### config.mk
export PLATFORM = sky130hd
export DESIGN_NAME = cheri_tsmap_painter
export DESIGN_NICKNAME = d
export VERILOG_FILES = /design/src/rtl/cheri_pkg.sv /design/src/rtl/cheri_tsmap_mask_gen.sv /design/src/rtl/cheri_tsmap_painter.sv
export SDC_FILE = /design/constraint.sdc
export NUM_CORES = 1
export LEC_CHECK = 0
export ABC_AREA = 1
export CAP_MARGIN = 10
export CORE_UTILIZATION = 50
export CTS_BUF_LIST = sky130_fd_sc_hd__clkbuf_16
export CTS_CLUSTER_DIAMETER = 200
export CTS_CLUSTER_SIZE = 8
export DETAILED_ROUTE_END_ITERATION = 6
export PLACE_DENSITY = 0.84
export SLEW_MARGIN = 0
export SYNTH_ARGS = -nofsm -noshare
export SYNTH_HDL_FRONTEND = slang
export SYNTH_SLANG_ARGS = --single-unit
### constraint.sdc
create_clock -name clk_i -period 5.15 [get_ports clk_i]
set_input_delay 1.03 -clock clk_i [delete_from_list [all_inputs] [get_ports clk_i]]
set_output_delay 1.03 -clock clk_i [all_outputs]
set_load 0.01 [all_outputs]
### src/rtl/cheri_pkg.sv
// Shared CHERI temporal-safety constants and types used by the TSMAP painter
// and by the revocation check stage that reads the same map.
package cheri_pkg;

    localparam int unsigned TSMAP_GRAN_SHIFT = 3;
    localparam int unsigned TSMAP_WORD_SHIFT = 5;

    typedef enum logic [1:0] {
        IDLE,
        CHK,
        WR,
        RESP
    } tsmap_paint_state_e;

endpackage

### src/rtl/cheri_tsmap_mask_gen.sv
// Per-word bit mask for a granule range: the first word starts at bs,
// the last word stops at be, and interior words are fully enabled.
module cheri_tsmap_mask_gen
    import cheri_pkg::*;
(
    input  logic                        first_i,
    input  logic                        last_i,
    input  logic [TSMAP_WORD_SHIFT-1:0] bs_i,
    input  logic [TSMAP_WORD_SHIFT-1:0] be_i,
    output logic [31:0]                 mask_o
);

    logic [TSMAP_WORD_SHIFT-1:0] lo;
    logic [TSMAP_WORD_SHIFT-1:0] hi;

    always_comb begin
        lo     = first_i ? bs_i : '0;
        hi     = last_i  ? be_i : '1;
        // Ones from bit lo upward, intersected with ones from bit hi downward.
        mask_o = (32'hFFFF_FFFF << lo) & (32'hFFFF_FFFF >> (5'd31 - hi));
    end

endmodule

### src/rtl/cheri_tsmap_painter.sv
// TSMAP write engine: validates a byte range, then paints one masked write
// per covered map word through the shared, arbitrated SRAM port.
module cheri_tsmap_painter
    import cheri_pkg::*;
#(
    parameter logic [31:0] HeapBase  = 32'h8000_0000,
    parameter int unsigned TSMapSize = 1024
) (
    input  logic        clk_i,
    input  logic        rst_ni,
    input  logic        req_valid_i,
    output logic        req_ready_o,
    input  logic [31:0] req_base_i,
    input  logic [31:0] req_len_i,
    input  logic        req_set_i,
    output logic        resp_valid_o,
    output logic        resp_err_o,
    output logic        tsmap_cs_o,
    output logic        tsmap_we_o,
    output logic [15:0] tsmap_addr_o,
    output logic [31:0] tsmap_wdata_o,
    output logic [31:0] tsmap_bmask_o,
    input  logic        tsmap_gnt_i
);

    localparam int unsigned GW = 32 - TSMAP_GRAN_SHIFT;
    localparam int unsigned WW = GW - TSMAP_WORD_SHIFT;
    localparam int unsigned IW = 33 - TSMAP_WORD_SHIFT;
    localparam logic [IW-1:0] MapWords = IW'(TSMapSize);

    tsmap_paint_state_e state_q, state_d;

    logic [31:0]                 base_q, len_q;
    logic                        set_q, err_q;
    logic [15:0]                 ws_q, we_q, cur_q;
    logic [TSMAP_WORD_SHIFT-1:0] bs_q, be_q;

    logic [GW-1:0] gs, len_gran;
    logic [32:0]   end_sum, ge;
    logic [WW-1:0] ws;
    logic [IW-1:0] we_idx;
    logic          len_zero, chk_err;
    logic [31:0]   mask;

    // Range check: granule bounds derived from the latched request.
    always_comb begin
        gs       = base_q[31:TSMAP_GRAN_SHIFT] - HeapBase[31:TSMAP_GRAN_SHIFT];
        len_gran = len_q[31:TSMAP_GRAN_SHIFT];
        end_sum  = {{(33-GW){1'b0}}, gs} + {{(33-GW){1'b0}}, len_gran};
        ge       = end_sum - 33'd1;
        ws       = gs[GW-1:TSMAP_WORD_SHIFT];
        we_idx   = ge[32:TSMAP_WORD_SHIFT];
        len_zero = (len_q == 32'd0);
        // End-of-range checks are meaningless for an empty range (ge underflows).
        chk_err  = (base_q[TSMAP_GRAN_SHIFT-1:0] != '0)
                 | (len_q[TSMAP_GRAN_SHIFT-1:0] != '0)
                 | (base_q < HeapBase)
                 | ((len_gran != '0) & (end_sum[32]
                                        | (we_idx >= MapWords)
                                        | ({{(IW-WW){1'b0}}, ws} >= MapWords)));
    end

    cheri_tsmap_mask_gen u_mask_gen (
        .first_i (cur_q == ws_q),
        .last_i  (cur_q == we_q),
        .bs_i    (bs_q),
        .be_i    (be_q),
        .mask_o  (mask)
    );

    always_ff @(posedge clk_i or negedge rst_ni) begin
        if (!rst_ni) begin
            state_q <= IDLE;
        end else begin
            state_q <= state_d;
        end
    end

    always_comb begin
        state_d = state_q;
        unique case (state_q)
            IDLE: if (req_valid_i) state_d = CHK;
            CHK:  state_d = (chk_err || len_zero) ? RESP : WR;
            WR:   if (tsmap_gnt_i && (cur_q == we_q)) state_d = RESP;
            RESP: state_d = IDLE;
            default: state_d = IDLE;
        endcase
    end

    always_ff @(posedge clk_i or negedge rst_ni) begin
        if (!rst_ni) begin
            base_q <= '0;
            len_q  <= '0;
            set_q  <= 1'b0;
            err_q  <= 1'b0;
            ws_q   <= '0;
            we_q   <= '0;
            bs_q   <= '0;
            be_q   <= '0;
            cur_q  <= '0;
        end else begin
            if ((state_q == IDLE) && req_valid_i) begin
                base_q <= req_base_i;
                len_q  <= req_len_i;
                set_q  <= req_set_i;
            end
            // Word indices fit in 16 bits once the range has passed the size check.
            if (state_q == CHK) begin
                err_q <= chk_err;
                ws_q  <= ws[15:0];
                we_q  <= we_idx[15:0];
                bs_q  <= gs[TSMAP_WORD_SHIFT-1:0];
                be_q  <= ge[TSMAP_WORD_SHIFT-1:0];
                cur_q <= ws[15:0];
            end
            if ((state_q == WR) && tsmap_gnt_i && (cur_q != we_q)) begin
                cur_q <= cur_q + 16'd1;
            end
        end
    end

    always_comb begin
        req_ready_o   = 1'b0;
        resp_valid_o  = 1'b0;
        resp_err_o    = 1'b0;
        tsmap_cs_o    = 1'b0;
        tsmap_we_o    = 1'b0;
        tsmap_addr_o  = '0;
        tsmap_wdata_o = '0;
        tsmap_bmask_o = '0;
        unique case (state_q)
            IDLE: req_ready_o = 1'b1;
            WR: begin
                tsmap_cs_o    = 1'b1;
                tsmap_we_o    = 1'b1;
                tsmap_addr_o  = cur_q;
                tsmap_wdata_o = {32{set_q}};
                tsmap_bmask_o = mask;
            end
            RESP: begin
                resp_valid_o = 1'b1;
                resp_err_o   = err_q;
            end
            default: ;
        endcase
    end

endmodule

Yosys cells after proc, flatten, opt, wreduce, memory -nomap -nowiden
Index checks and enable logic that the tools add are counted.

operators by class
  add/subtract/negate cells = 5
  magnitude comparators = 3
  equality and inequality tests = 8
  shifts and indexed selects = 2
  multiplexer cells = 15
  bitwise operators = 7
  reduce and logical (&&, ||, !) cells = 12

operators by type and width
  cell                    count
  $mux 32                 2
  $mux 16                 3
  $and 32x32->32          1
  $eq 16x16->1            2
  $logic_not 32->1        1
  $lt 32x32->1 const B    1
  $shl 32x5->32 const A   1
  $shr 32x5->32 const A   1
  $sub 30x1->31 const B   1
  $add 29x29->30          1
  $reduce_bool 29->1      1
  $sub 29x29->29 const B  1
  $ge 28x11->1 const B    1
  $ge 24x11->1 const B    1
  $add 16x1->16 const B   1
  $ne 16x16->1            1
  $mux 5                  2
  $pmux 2 s4              1
  $reduce_bool 3->1       2
  $mux 1                  5
  $sub 5x5->5 const A     1
  $eq 2x2->1 const B      2
  $logic_and 1x1->1       4
  $mux 2                  2
  9 further kinds         13

word-level totals
  bits in registers = 126
  input bits = 69
  output and inout bits = 85
  logic and storage cells = 62

Depth between registers and ports, before layout
  word-level depth = 11
  gate-level depth with buffers = 23
  depth with buffers taken out = 23

Cells and area by module
A second synthesis with hierarchy kept.

second synthesis, totals
  cell total of the unflattened synthesis = 1419
  area total of the unflattened synthesis = 9724.3 sq um

modules (own cells, without submodules)
  module                instances  cells each  area each (sq um)  seq. area each (sq um)
  cheri_tsmap_painter   1          1281        9126.3             3153.0
  cheri_tsmap_mask_gen  1          138         598.1              0.0

Worst setup path before layout
Ideal clock, no wire load.

  path type = register -> output
  start = reg state_q[0]
  end = out tsmap_wdata_o[10]
  arrival time = 1.937 ns
  required time = 4.120 ns
  setup slack = 2.183 ns
  stages on the path, launching flop included = 7
  buffers on the path = 2
  cells stage by stage = dfrtp_1 inv_1 ha_1 buf_2 nand2_1 inv_1 buf_4

on the way
  word-level cells in the longest chain between the ends = 2

ends and longest elaborated chain
  element                 line                        text
  start, declared         cheri_tsmap_painter.sv:31   tsmap_paint_state_e state_q, state_d;
  start signal, assigned  cheri_tsmap_painter.sv:75   state_q <= state_d;
  $eq 2x2->1              cheri_tsmap_painter.sv:131  unique case (state_q)
  $mux 32                 cheri_tsmap_painter.sv:131
  end, declared           cheri_tsmap_painter.sv:21   output logic [31:0] tsmap_wdata_o,

No other way between the ends.

Final worst setup path
  start = reg cur_q[14]
  end = out tsmap_bmask_o[9]

on the way
  word-level cells in the longest chain between the ends = 6
  elaborated cells between the ends (all ways) = 9
  those cells by class = 1 x add/sub; 2 x eq/ne; 2 x shift; 3 x mux; 1 x bitwise

ends and longest elaborated chain
  element                 line                        text
  start, declared         cheri_tsmap_painter.sv:35   logic [15:0] ws_q, we_q, cur_q;
  start signal, assigned  cheri_tsmap_painter.sv:114  cur_q <= ws[15:0];
  start signal, assigned  cheri_tsmap_painter.sv:117  cur_q <= cur_q + 16'd1;
  $eq 16x16->1            cheri_tsmap_painter.sv:65   .last_i (cur_q == we_q),
  $mux 5                  cheri_tsmap_mask_gen.sv:18  hi = last_i ? be_i : '1;
  $sub 5x5->5             cheri_tsmap_mask_gen.sv:20  mask_o = (32'hFFFF_FFFF << lo) & (32'hFFFF_FFFF >> (5'd31 - hi));
  $shr 32x5->32           cheri_tsmap_mask_gen.sv:20
  $and 32x32->32 (*)      cheri_tsmap_mask_gen.sv:20
  $mux 32 (*)             cheri_tsmap_painter.sv:131
  end, declared           cheri_tsmap_painter.sv:22   output logic [31:0] tsmap_bmask_o,

Every way passes the cells marked *; elsewhere a longest branch is shown, timed or not.

==> results by stage <==
Routing:
- In the final routed layout, each cell accounts on average for roughly 16 um.
- The routed via count divided by cell count is about 5.3.
- The number of DRC markers in iteration 0 is 691.
- The final layout contains routed wiring with a total length of 26360 um.
- The count of vias placed by the detailed router is 9035.
- For this run, design rule violations remaining after detail routing come to 14.
- The number of iterations in the first detailed-routing pass is 7.
- The antenna violation net count after detailed routing is 0.

Power:
- The clock power share is 0.133.
- The part of the power in combinational logic is 0.656.
- The largest voltage drop on the vdd net is 0.4465 mV.
- In this run the power density over the cells is roughly 780 mW/mm^2.
- The fraction of power spent switching nets is 0.5014.
- The net switching power is 4.492 mW.
- The analysis attributes to cell leakage a power of between 5 and 6 nW.
- Of the total power, registers draw 0.212.
- The internal portion of the total power is 4.467 mW.
- The post-layout total power is 8.959 mW.

Timing:
- The achievable clock frequency is 240.1 MHz.
- The number of failing setup endpoints in the final timing report is 0.
- For the finished layout, the period the worst path requires is ~4.2 ns.
- The max-slew violation count is 0.
- At the pin with the least slew margin, the transition time is 0.7830 ns.
- Between clock sinks in the finished design, the worst skew comes to 0.007431 ns.
- The worst pin sits at a relative slew slack of 0.4780.
- Setup total negative slack on the finished layout was measured at 0 ns.
- The final worst-path cycle share is 0.8088.
- Setup repair after global routing left no endpoint under its margin.
- The number of hold-slack violations in the final timing report was 0.

Die:
- The floorplan has between 40 and 50 rows.
- The die is 138.9 um tall.
- In this run the count of I/O pins placed on the die edge is 154.
- The die outline width is ~140 um.
- In this run the standard cell core region covers 0.01815 mm^2.
- The die covers 0.01929 mm^2.
- The starting density of the core is 0.5164.

GRT:
- The global-route wire length before repair is 43750 um.
- The via count of the first global-routing pass was 8877.
- The overall global routing resource usage is 0.2851.
- For met3 alone, demand over resource in global routing was 0.04834.
- The initial antenna violation count was 0.
- The global routing stage identified its most utilized layer as met2.
- Global routing finished with a remaining overflow of 0.
- For met1 alone, demand over resource in global routing was 0.3640.
- Entering global routing, the biggest net connects 74 pins.
- For met2 alone, demand over resource in global routing was 0.4755.

Worst setup path:
- Counting stages on the worst path, the most repeated cell is nand2_1.
- The number of logic stages on the critical path including buffering is 12.
- Grouping stages by cell kind, the critical path spends the most delay in simple AND/OR/NAND/NOR gates.
- The slowest stage cell on the critical path is clkdlybuf4s50_1.
- Data arrives at the worst endpoint at approximately 3.1 ns.
- Traced cell by cell, the critical path runs through inv_1, nand2_1, nand4_1, nor4_1, nand2_1, nor2_4, inv_2, nand2_4, inv_1, nand2_1, nor3_1, clkdlybuf4s50_1.
- The largest stage delay on the critical path is about 0.48 ns.
- The category of the critical setup timing path is flop to output pin.
- In this run the worst path has a maximum fanout of 7.
- The count of buffer and inverter cells on the critical path is 4.
- The required time at the endpoint of the critical path is 4.12 ns.
- The worst setup path is launched from a flop.
- Counting cells, the worst reg-to-reg path comes to 18.
- STA classifies the critical path endpoint as an output pin.

Placement:
- The post-place instance area is 0.01086 mm^2.
- The global placer's final weighted congestion is around 0.95.
- The half-perimeter wire length after detailed placement is roughly 21000 um.
- The port buffer count is 153.
- Including well taps, the total number of placed cells is 1662.

Clocking:
- The clock tree from TritonCTS is yes.
- The number of levels in the clock H-tree is 4.
- The number of buffers between clock root and the deepest sink is 2.
- Clock-pin slew was measured on the worst setup and hold paths at around 0.060 ns.
- The number of clock buffers added by TritonCTS is 17.
- The number of cells upsized or downsized after cts is 0.
- The number of setup buffers added after CTS is 0.
- The total of hold buffers inserted after clock tree synthesis is 0.
- The cell sitting at the root of the clock tree is a clkbuf_16.
- Counting every sink on the clock net gives 126.
- The clock latency on the worst-skew pair is 0.43 ns.

Logic synthesis:
- Counting instances in the post-synthesis netlist gives the leading cell types as 306 x nand2_1, 258 x inv_1, 147 x nor2_1.
- The synthesized area per cell is 7.009 um^2.
- Yosys attributes the largest share of cell area to dfrtp_1 34%, nand2_1 12%, inv_1 10%.
- The share of synthesized area in the top cell type comes to 0.3364.
- The sequential element share of the synthesized area is 0.3364.
- The post-synthesis register bit count is approximately 130.
- For this run, asynchronously set or reset flops after synthesis account for 1.000.
- Summed over all instances, the cell type with the most area after synthesis is dfrtp_1.
- The summed instance area of the synthesized netlist is 0.009371 mm^2.
- The most common cell in the netlist is nand2_1.
- Synthesis produced a netlist with a net count of 1469.
- Synthesis handed over a netlist of 1337 instances.
- The count of distinct cell types in the synthesized netlist is 53.
- For this run, the leading register cell type out of synthesis is dfrtp_1.
- Yosys printed 0 warnings.
- The synthesized design contains 0 enable-type register cells.

Final layout:
- The layout has 1617 filler cells.
- The core utilization of the finished layout is 0.6302.
- The number of antenna diodes in the final layout is 0.
- The count of nets after finishing is 1584.
- The area added between synthesis and finish is 22.03%.
- In the final layout, the share of cells above drive strength 1 is 0.06416.
- The final standard cell area without fillers is roughly 0.011 mm^2.
- The non-filler instance count after layout is 1694.

Run status:
- The run finished, with violations left.
- The checks that failed: DRC.

Job:
- The tool flagged a number of max-cap violations equal to 0.

Worst hold path:
- The min-delay analysis places its worst path in the category flop to flop.
- The instance count along the most critical hold path is 2.
area by class of cell:
class | instances | area [um^2] | area share
clock buffer | 17 | 425.4 | 0.03720
clock inverter | 15 | 146.4 | 0.01280
inverter | 269 | 1012 | 0.08851
multi-input combinational | 879 | 4838 | 0.4231
sequential | 126 | 3153 | 0.2757
tap | 229 | 286.5 | 0.02505
timing repair buffer | 159 | 1574 | 0.1376
registers in the layout, indices dropped and copies added (netlist names):
name	count
base_q	32
ws_q	16
we_q	16
set_q	1
bs_q	5
cur_q	16
state_q	2
err_q	1
be_q	5
len_q	32
cell families (layout without fill, tap and decap cells):
group,Yosys count,after routing,share of synthesized area
fa+ha+maj,63,63,0.08491
mux,8,8,0.009613
compound gates,195,195,0.1184
flops,126,126,0.3364
simple gates,583,583,0.2742
buf+inv,332,460,0.1483
xor+xnor,30,30,0.02804
final timing paths:
check	startpoint	to	slack (ns)
max	cur_q[14]	tsmap_bmask_o[9]	0.98
min	base_q[6]	bs_q[3]	0.50
max reg2reg	base_q[13]	state_q[0]	1.75
min reg2reg	base_q[6]	bs_q[3]	0.50
max in group asynchronous	rst_ni	len_q[22]	3.39
min in group asynchronous	rst_ni	cur_q[9]	0.66
layer usage:
layer	wire, um	up-vias	share of wire
li1	-	4412	-
met1	11400	4199	0.43
met2	12390	356	0.47
met3	1554	68	0.059
met4	1016	0	0.039
met5	0	-	0
tightest hold or removal path: cells and delay by family (launching register included):
kind | cells | cell delay (ns)
flip-flops | 1 | 0.35
AO/OA/AOI/OAI | 1 | 0.07
AND/OR/NAND/NOR | 1 | 0.05
power by group through the flow:
stage / logic, mW / clock network [mW] / registers, mW
after floorplan: 4.18 / 0 / 1.74
after global placement: 5.67 / 0 / 1.87
after detailed placement: 5.77 / 0 / 1.90
after CTS: 5.83 / 1.19 / 1.89
after global routing: 6.60 / 1.24 / 1.95
final: 5.87 / 1.19 / 1.90
placed cells by master (no fill, tap or decap), types with 8 or more instances in the layout:
master             n
a21oi_1           97
a31oi_1           10
clkbuf_16         17
clkdlybuf4s50_1  152
dfrtp_1          126
ha_1              61
inv_1            259
inv_2              9
mux2_2             8
nand2_1          305
nand3_1           43
nand4_1           22
nor2_1           147
nor3_1            15
nor4_1             9
o21ai_0           48
o221ai_1          11
xnor2_1           17
xor2_1            13
per-stage QoR:
step / hold WS, ns / setup slack, ns
floorplan: 0.4498 / 2.183
global placement: 0.4670 / 1.478
detailed placement: 0.4793 / 1.509
CTS: 0.4932 / 0.9919
global route: 0.5354 / 0.6767
finish: 0.4954 / 0.9849
(Power assumes the default switching activity.)
